$ cat src/rtl/alu_arbiter_pkg.sv
// Shared definitions for the two-requester ALU arbiter: opcode values,
// FSM state encoding and the datapath width of the shared ALU.
package alu_arbiter_pkg;

    localparam int DATA_W = 16;

    typedef enum logic [1:0] {
        ALU_ADD = 2'b00,
        ALU_SUB = 2'b01,
        ALU_AND = 2'b10,
        ALU_OR  = 2'b11
    } alu_op_t;

    typedef enum logic [1:0] {
        IDLE  = 2'b00,
        GRANT = 2'b01,
        RESP  = 2'b10
    } arb_state_t;

endpackage

$ cat src/rtl/alu_arbiter_alu.sv
// Shared 16-bit ALU: purely combinational add/sub/and/or with a zero flag.
// Sub wraps modulo 2^16 and there is no carry or borrow output.
module alu_arbiter_alu
    import alu_arbiter_pkg::*;
(
    input  logic [DATA_W-1:0] a,
    input  logic [DATA_W-1:0] b,
    input  alu_op_t           op,
    output logic [DATA_W-1:0] alu_result,
    output logic              alu_zero
);

    // Select the operation; the zero flag always reflects the wrapped result
    always_comb begin
        alu_result = '0;
        case (op)
            ALU_ADD: alu_result = a + b;
            ALU_SUB: alu_result = a - b;
            ALU_AND: alu_result = a & b;
            ALU_OR:  alu_result = a | b;
            default: alu_result = '0;
        endcase
        alu_zero = (alu_result == '0);
    end

endmodule

$ cat src/rtl/alu_arbiter.sv
// Round-robin arbiter giving two requesters access to one shared ALU.
// Each operation takes three cycles (IDLE sample, GRANT compute, RESP report);
// operands are latched at grant so requesters cannot disturb an in-flight op.
module alu_arbiter
    import alu_arbiter_pkg::*;
(
    input  logic              clk,
    input  logic              rst,
    input  logic              req0,
    input  logic [DATA_W-1:0] a0,
    input  logic [DATA_W-1:0] b0,
    input  logic [1:0]        op0,
    input  logic              req1,
    input  logic [DATA_W-1:0] a1,
    input  logic [DATA_W-1:0] b1,
    input  logic [1:0]        op1,
    output logic              done0,
    output logic              done1,
    output logic [DATA_W-1:0] result,
    output logic              zero,
    output logic              busy
);

    arb_state_t        state;
    arb_state_t        state_next;
    logic              grant_en;
    logic              grant_id;
    logic              ptr;
    logic [DATA_W-1:0] opnd_a;
    logic [DATA_W-1:0] opnd_b;
    alu_op_t           opnd_op;
    logic              opnd_id;
    logic [DATA_W-1:0] alu_result;
    logic              alu_zero;

    // The one and only datapath, fed exclusively from the latched operands
    alu_arbiter_alu u_alu (
        .a          (opnd_a),
        .b          (opnd_b),
        .op         (opnd_op),
        .alu_result (alu_result),
        .alu_zero   (alu_zero)
    );

    // Next-state and arbitration decision; ptr names who wins a tie
    always_comb begin
        state_next = state;
        grant_en   = 1'b0;
        grant_id   = 1'b0;
        case (state)
            IDLE: begin
                if (req0 && req1) begin
                    grant_id = ptr;
                end else if (req1) begin
                    grant_id = 1'b1;
                end else begin
                    grant_id = 1'b0;
                end
                if (req0 || req1) begin
                    grant_en   = 1'b1;
                    state_next = GRANT;
                end
            end
            GRANT:   state_next = RESP;
            RESP:    state_next = IDLE;
            default: state_next = IDLE;
        endcase
    end

    // State register
    always_ff @(posedge clk or posedge rst) begin
        if (rst) begin
            state <= IDLE;
        end else begin
            state <= state_next;
        end
    end

    // Latch the winner's operands and advance the round-robin pointer on grant
    always_ff @(posedge clk or posedge rst) begin
        if (rst) begin
            opnd_a  <= '0;
            opnd_b  <= '0;
            opnd_op <= ALU_ADD;
            opnd_id <= 1'b0;
            ptr     <= 1'b0;
        end else if (grant_en) begin
            opnd_a  <= grant_id ? a1 : a0;
            opnd_b  <= grant_id ? b1 : b0;
            opnd_op <= alu_op_t'(grant_id ? op1 : op0);
            opnd_id <= grant_id;
            ptr     <= ~grant_id;
        end
    end

    // Capture the ALU output at the end of GRANT; it holds until the next op
    always_ff @(posedge clk or posedge rst) begin
        if (rst) begin
            result <= '0;
            zero   <= 1'b0;
        end else if (state == GRANT) begin
            result <= alu_result;
            zero   <= alu_zero;
        end
    end

    // Registered status: done pulses for the single RESP cycle, busy tracks GRANT/RESP
    always_ff @(posedge clk or posedge rst) begin
        if (rst) begin
            done0 <= 1'b0;
            done1 <= 1'b0;
            busy  <= 1'b0;
        end else begin
            done0 <= (state == GRANT) && (opnd_id == 1'b0);
            done1 <= (state == GRANT) && (opnd_id == 1'b1);
            busy  <= (state_next != IDLE);
        end
    end

endmodule

$ cat config.mk
export PLATFORM = sky130hd
export DESIGN_NAME = alu_arbiter
export DESIGN_NICKNAME = d
export VERILOG_FILES = /design/src/rtl/alu_arbiter_pkg.sv /design/src/rtl/alu_arbiter_alu.sv /design/src/rtl/alu_arbiter.sv
export SDC_FILE = /design/constraint.sdc
export NUM_CORES = 1
export LEC_CHECK = 0
export CORE_UTILIZATION = 45
export DETAILED_ROUTE_END_ITERATION = 10
export PLACE_DENSITY = 0.85
export SYNTH_ARGS = -nofsm -noshare
export SYNTH_HDL_FRONTEND = slang
export SYNTH_SLANG_ARGS = --single-unit
$ cat constraint.sdc
create_clock -name clk -period 5.35 [get_ports clk]
set_input_delay 1.07 -clock clk [delete_from_list [all_inputs] [get_ports clk]]
set_output_delay 1.07 -clock clk [all_outputs]
set_load 0.02 [all_outputs]
==> results of run 1 <==
metrics by stage:
step / hold slack [ps] / cells / setup slack (ps)
2_1_floorplan: 418 / 460 / 1850
3_3_place_gp: 432 / 635 / 1570
3_5_place_dp: 444 / 635 / 1370
4_1_cts: 445 / 650 / 1350
5_1_grt: 485 / 650 / 995
6_report: 448 / 650 / 1300
worst min path at each step:
| stage | startpoint | to | cells past startpoint |
|---|---|---|---|
| 2_1_floorplan | opnd_id | done0 | 1 |
| 3_3_place_gp | opnd_id | done0 | 1 |
| 3_5_place_dp | opnd_id | done0 | 1 |
| 4_1_cts | opnd_id | done0 | 1 |
| 5_1_grt | opnd_id | done0 | 1 |
| 6_report | opnd_id | done0 | 1 |
per-layer routing:
metal / up-vias / part of all wire (%) / GRT usage, %
li1: 1796 / - / -
met1: 1701 / 48 / 33.5
met2: 145 / 44 / 35.2
met3: 11 / 6.0 / 3.87
met4: 0 / 1.3 / 7.84
met5: - / 0 / 0
logic make-up (layout without fill, tap and decap cells):
| group | count (synthesis) | after routing | share of synthesized area [%] |
|---|---|---|---|
| AO/OA/AOI/OAI | 124 | 124 | 21.8 |
| XOR/XNOR | 20 | 20 | 4.43 |
| adder cells (fa/ha/maj) | 28 | 28 | 8.48 |
| buffers and inverters | 48 | 133 | 5.85 |
| flip-flops | 58 | 58 | 36.7 |
| multiplexers | 8 | 8 | 2.15 |
| AND/OR/NAND/NOR | 174 | 174 | 20.6 |
state kept, by name, indices dropped and copies added, names as in the netlist:
register / flops
opnd_a: 16
opnd_b: 16
result: 16
opnd_op: 2
state: 2
busy: 1
done0: 1
done1: 1
opnd_id: 1
ptr: 1
zero: 1
placed cells by master (no fill, tap or decap), drive strengths merged, types with 5 or more instances in the layout:
cell	count
a21o	5
a21oi	23
a22oi	34
a31oi	5
buf	6
clkbuf	13
clkdlybuf4s50	91
dfrtp	58
ha	18
inv	21
maj3	9
nand2	98
nand3	9
nor2	29
nor3	7
o21ai	29
xnor2	18
critical path, stage by stage, from the launching register on:
cell	delay, ps
dfrtp_1	830
nor2b_1	370
buf_4	250
nor2_1	70
xnor2_1	140
ha_1	330
o21ai_0	290
inv_1	90
o221a_4	290
or3_1	310
a31oi_1	200
o2111a_1	210
and4_1	210
o2111ai_1	130
a211oi_2	240
layout make-up:
type                       instances  area share [%]
inverter                          21            1.54
tap                              105            2.57
clock buffer                      13            3.31
multi-input combinational        354            44.7
clock inverter                     2           0.687
timing repair buffer              97            18.7
sequential                        58            28.4
==> out/metrics.csv, run 1 <==
metric,value,unit
"Net Count, Synth",551,
CP Capture Type,flip-flop,
cells taking the most area after synthesis,"dfrtp_1 (37%), nand2_1 (9.3%), a22oi_1 (6.5%)",
Starting Density,47.4,%
Area after DPL,4900,um^2
RSZ-0062 raised after global routing,no,
RR Startpoint,opnd_op[0],
ys flop type,dfrtp_1,
clock buffer depth,2,
worst slew pin tran,761,ps
Synth top area share,36.7,%
core footprint,8340,um^2
CP Max Fanout,23,
worst hold-check path type,reg2reg,
CTS Hold Buffers Added,0,
synthesized area,3950,um^2
Final HPWL DP,7.37,mm
TritonCTS Buffers,9,
vias per cell,5.62,
gp weighted congestion,0.880,
Wirelength per Cell,15.0,um
# H-tree levels,3,
status,finished clean,
die area,9170,um^2
Worst Skew,10.8,ps
initial antenna violation count,0,
fraction of layout cells with a size suffix above 1,7.52,%
total vias in the final route,3653,
vias in the first global route,3353,
FILL cells,744,
Setup-failing EPs final,0,
async set-or-reset flop fraction in the synthesized netlist,100,%
count of cell types in the netlist,63,
reg2reg path depth,14,
# IOs,92,
final core utilization,61.2,%
number of nets in the layout,632,
CTS tree,done,
CP required,5600,ps
final instance area,5100,um^2
Hold Fails Final Rpt,0,
grt ovf,0,
Diodes inserted,0,
Critical R2R Capture,zero,
Cells after Synth,460,
setup tns final,0,ps
total wire length,9.75,mm
Setup CP Type,reg2reg,
Setup crit end,zero,
Syn-to-layout area delta,29.1,%
DR iter-0 viols,282,
Clock Sinks,58,
Multi-input gate area,2280,um^2
clock root buffer,clkbuf_8,
largest net degree at the start of global routing,59,
CP Data Arrival Time,4300,ps
first-pass GRT wire length,16.1,mm
Post-CTS Setup Bufs,0,
"top cells by count, synth","nand2_1 (98), dfrtp_1 (58), a22oi_1 (34)",
Die H,95.7,um
max-slew violation count,0,
"antenna viol nets, final",0,
Max Cap Viol,0,
cell taking the most area after synthesis,dfrtp_1,
die width,95.7,um
syn avg cell area,8.60,um^2
Synth Register Bits,58,
final period utilization,75.6,%
Critical path origin,opnd_op[0],
Max transition margin,49.2,%
drt pass-1 iters,5,
minimum clock period,4050,ps
Reg2Reg Setup Slack,1300,ps
Post-synth EDFFs,0,
FF+latch area,1450,um^2
synth warn,0,
most frequent cell after synthesis,nand2_1,
Fmax,0.247,GHz
sequential area share after synthesis,36.7,%
port buffer count,91,
CTS resizes,0,
"Reg clk slew, reported paths",60,ps
Worst-Skew Late Latency,340,ps
row count,33,
crit path launch type,flip-flop,
GRT Overall Usage,23.2,%
DRC violations left,0,
Power of run 1 is left out: the tool's default activity adds up to more than one toggle a clock period on the data nets, which glitch-free logic cannot reach.
==> run 2, diff against run 1 <==
Settings changed: PLACE_DENSITY 0.85 to 0.88.
Clock period 5.35 ns to 3.26 ns, I/O delays scaled along.
==> run 2 against run 1 <==
  * The flow now finishes with violations (setup timing)
  * Register-to-register slack worse by 1500 ps
  * Via count rose by 8.3%
  * Count of clock-buffer cells in the layout shrank 3
  * Critical path depth stayed put
  * First-iteration DRC count grew 35%
  * Worst hold slack got worse by 2.1 ps
  * Die area did not move
  * Global-route usage increased by 0.56 points
  * Fmax grew 16%
  * Clock skew decreased by 1.2 ps
  * Critical path type unchanged
==> out/metrics.csv, run 2 (synthesized netlist as in run 1, its figures left out) <==
metric,value,unit
Finished Layout Cells,686,
clock root buffer,clkbuf_8,
die width,95.7,um
final worst slack,-230,ps
DRC violations left,0,
failing checks,setup timing,
Max Cap Viol,0,
FILL cells,618,
Fmax,0.287,GHz
FF+latch area,1450,um^2
minimum clock period,3490,ps
status,"complete, but fails checks",
Setup CP Type,reg2reg,
most frequent cells in the layout,"nand2_1 (98), clkdlybuf4s50_1 (91), dfrtp_1 (58)",
Multi-input gate area,2460,um^2
vias in the first global route,3553,
worst slew pin tran,567,ps
Worst Skew,9.66,ps
initial antenna violation count,0,
max-slew violation count,0,
number of nets in the layout,667,
Worst-Skew Late Latency,350,ps
Top Usage Layer GRT,met2,
clock buffer depth,2,
largest net degree at the start of global routing,39,
core footprint,8340,um^2
final period utilization,107,%
Starting Density,47.4,%
die area,9170,um^2
gp weighted congestion,0.846,
Setup-failing EPs final,3,
port buffer count,91,
Largest regs,"opnd_a: 16 flops, opnd_b: 16 flops, result: 16 flops",
vias per cell,5.77,
Crit-path slowest cell,or4_4,
final instance area,5530,um^2
grt ovf,0,
worst hold-check path type,reg2reg,
total wire length,11.2,mm
CP Capture Type,flip-flop,
met2 Usage GRT,38.0,%
GRT Overall Usage,23.7,%
crit-path cells,or4_4 > nor2_4 > nor2_2 > xnor2_1 > ha_2 > o21ai_4 > inv_2 > o221a_4 > or3_4 > a31oi_4 > o2111a_1 > and4_1 > o2111ai_2 > a211oi_2,
Hold Fails Final Rpt,0,
CP Data Arrival Time,3740,ps
Final HPWL DP,7.88,mm
Bufs and invs on worst path,1,
DR iter-0 viols,381,
CP Max Fanout,4,
Area after DPL,5140,um^2
# IOs,92,
CP required,3510,ps
Max transition margin,62.2,%
Syn-to-layout area delta,39.7,%
TritonCTS Buffers,9,
GR Util met3,4.11,%
drt pass-1 iters,5,
peak per-stage delay on the critical path,560,ps
# H-tree levels,3,
Diodes inserted,0,
Clock Sinks,58,
crit path launch type,flip-flop,
"antenna viol nets, final",0,
row count,33,
fraction of layout cells with a size suffix above 1,18.6,%
Die H,95.7,um
"Reg clk slew, reported paths",60,ps
"commonest non-fill, non-tap cell in the layout",nand2_1,
total vias in the final route,3957,
placed insts,662,
first-pass GRT wire length,16.7,mm
Top delay family on crit path,simple AND/OR/NAND/NOR gates,
CTS tree,done,
met1 usage,31.8,%
RSZ-0062 raised after global routing,yes,
Wirelength per Cell,16.4,um
[run 2: changes by cell type in the layout (fill, tap and decap cells not counted), moves of 3 or more]
cell      change
inv_1         -3
clkbuf_8      -3
buf_4        +34
clkinv_2      +3
nor2_1        -5
nor2_2        +4
a21oi_1       -5
a21oi_2       +4
inv_2         +3
[run 2: metal layers]
metal / share of wire (%) / up-vias
met3: 7.7 / 41
li1: - / 1867
met2: 46 / 231
met5: 0 / -
met4: 2.9 / 0
met1: 43 / 1818
[run 2: final timing paths]
check                           from  cells after the start          to  slack, ps
max                        opnd_b[3]                     14        zero       -230
min                          opnd_id                      1       done0        450
max reg2reg                opnd_b[3]                     14        zero       -230
min reg2reg                  opnd_id                      1       done0        450
max in group asynchronous        rst                      3  opnd_b[11]       2150
min in group asynchronous        rst                      2   opnd_a[4]        520
[run 2: layout make-up]
class | instances | share of cell area, %
clock inverter | 6 | 1.04
clock buffer | 10 | 2.31
sequential | 58 | 26.3
inverter | 21 | 1.43
tap | 105 | 2.38
multi-input combinational | 354 | 44.5
timing repair buffer | 132 | 22.1
[run 2: per-stage QoR]
step / worst slack, ps / hold slack (ps) / setup TNS [ps] / utilization (%)
after global routing: -338 / 489 / -952 / 66.2
after detailed placement: -185 / 438 / -377 / 61.6
after global placement: -28.7 / 433 / -35.2 / 61.6
final: -230 / 446 / -542 / 66.2
after floorplan: -21.8 / 418 / -21.8 / -
after CTS: -185 / 448 / -390 / 64.6
[run 2: what timing repair did]
item,in CTS,in global routing
resized for setup,9,23
hold buffers,0,0
pin swaps,11,24
endpoints found under the setup margin,3,5
buffers inserted,2,6
Power of run 2 is left out for the same reason.
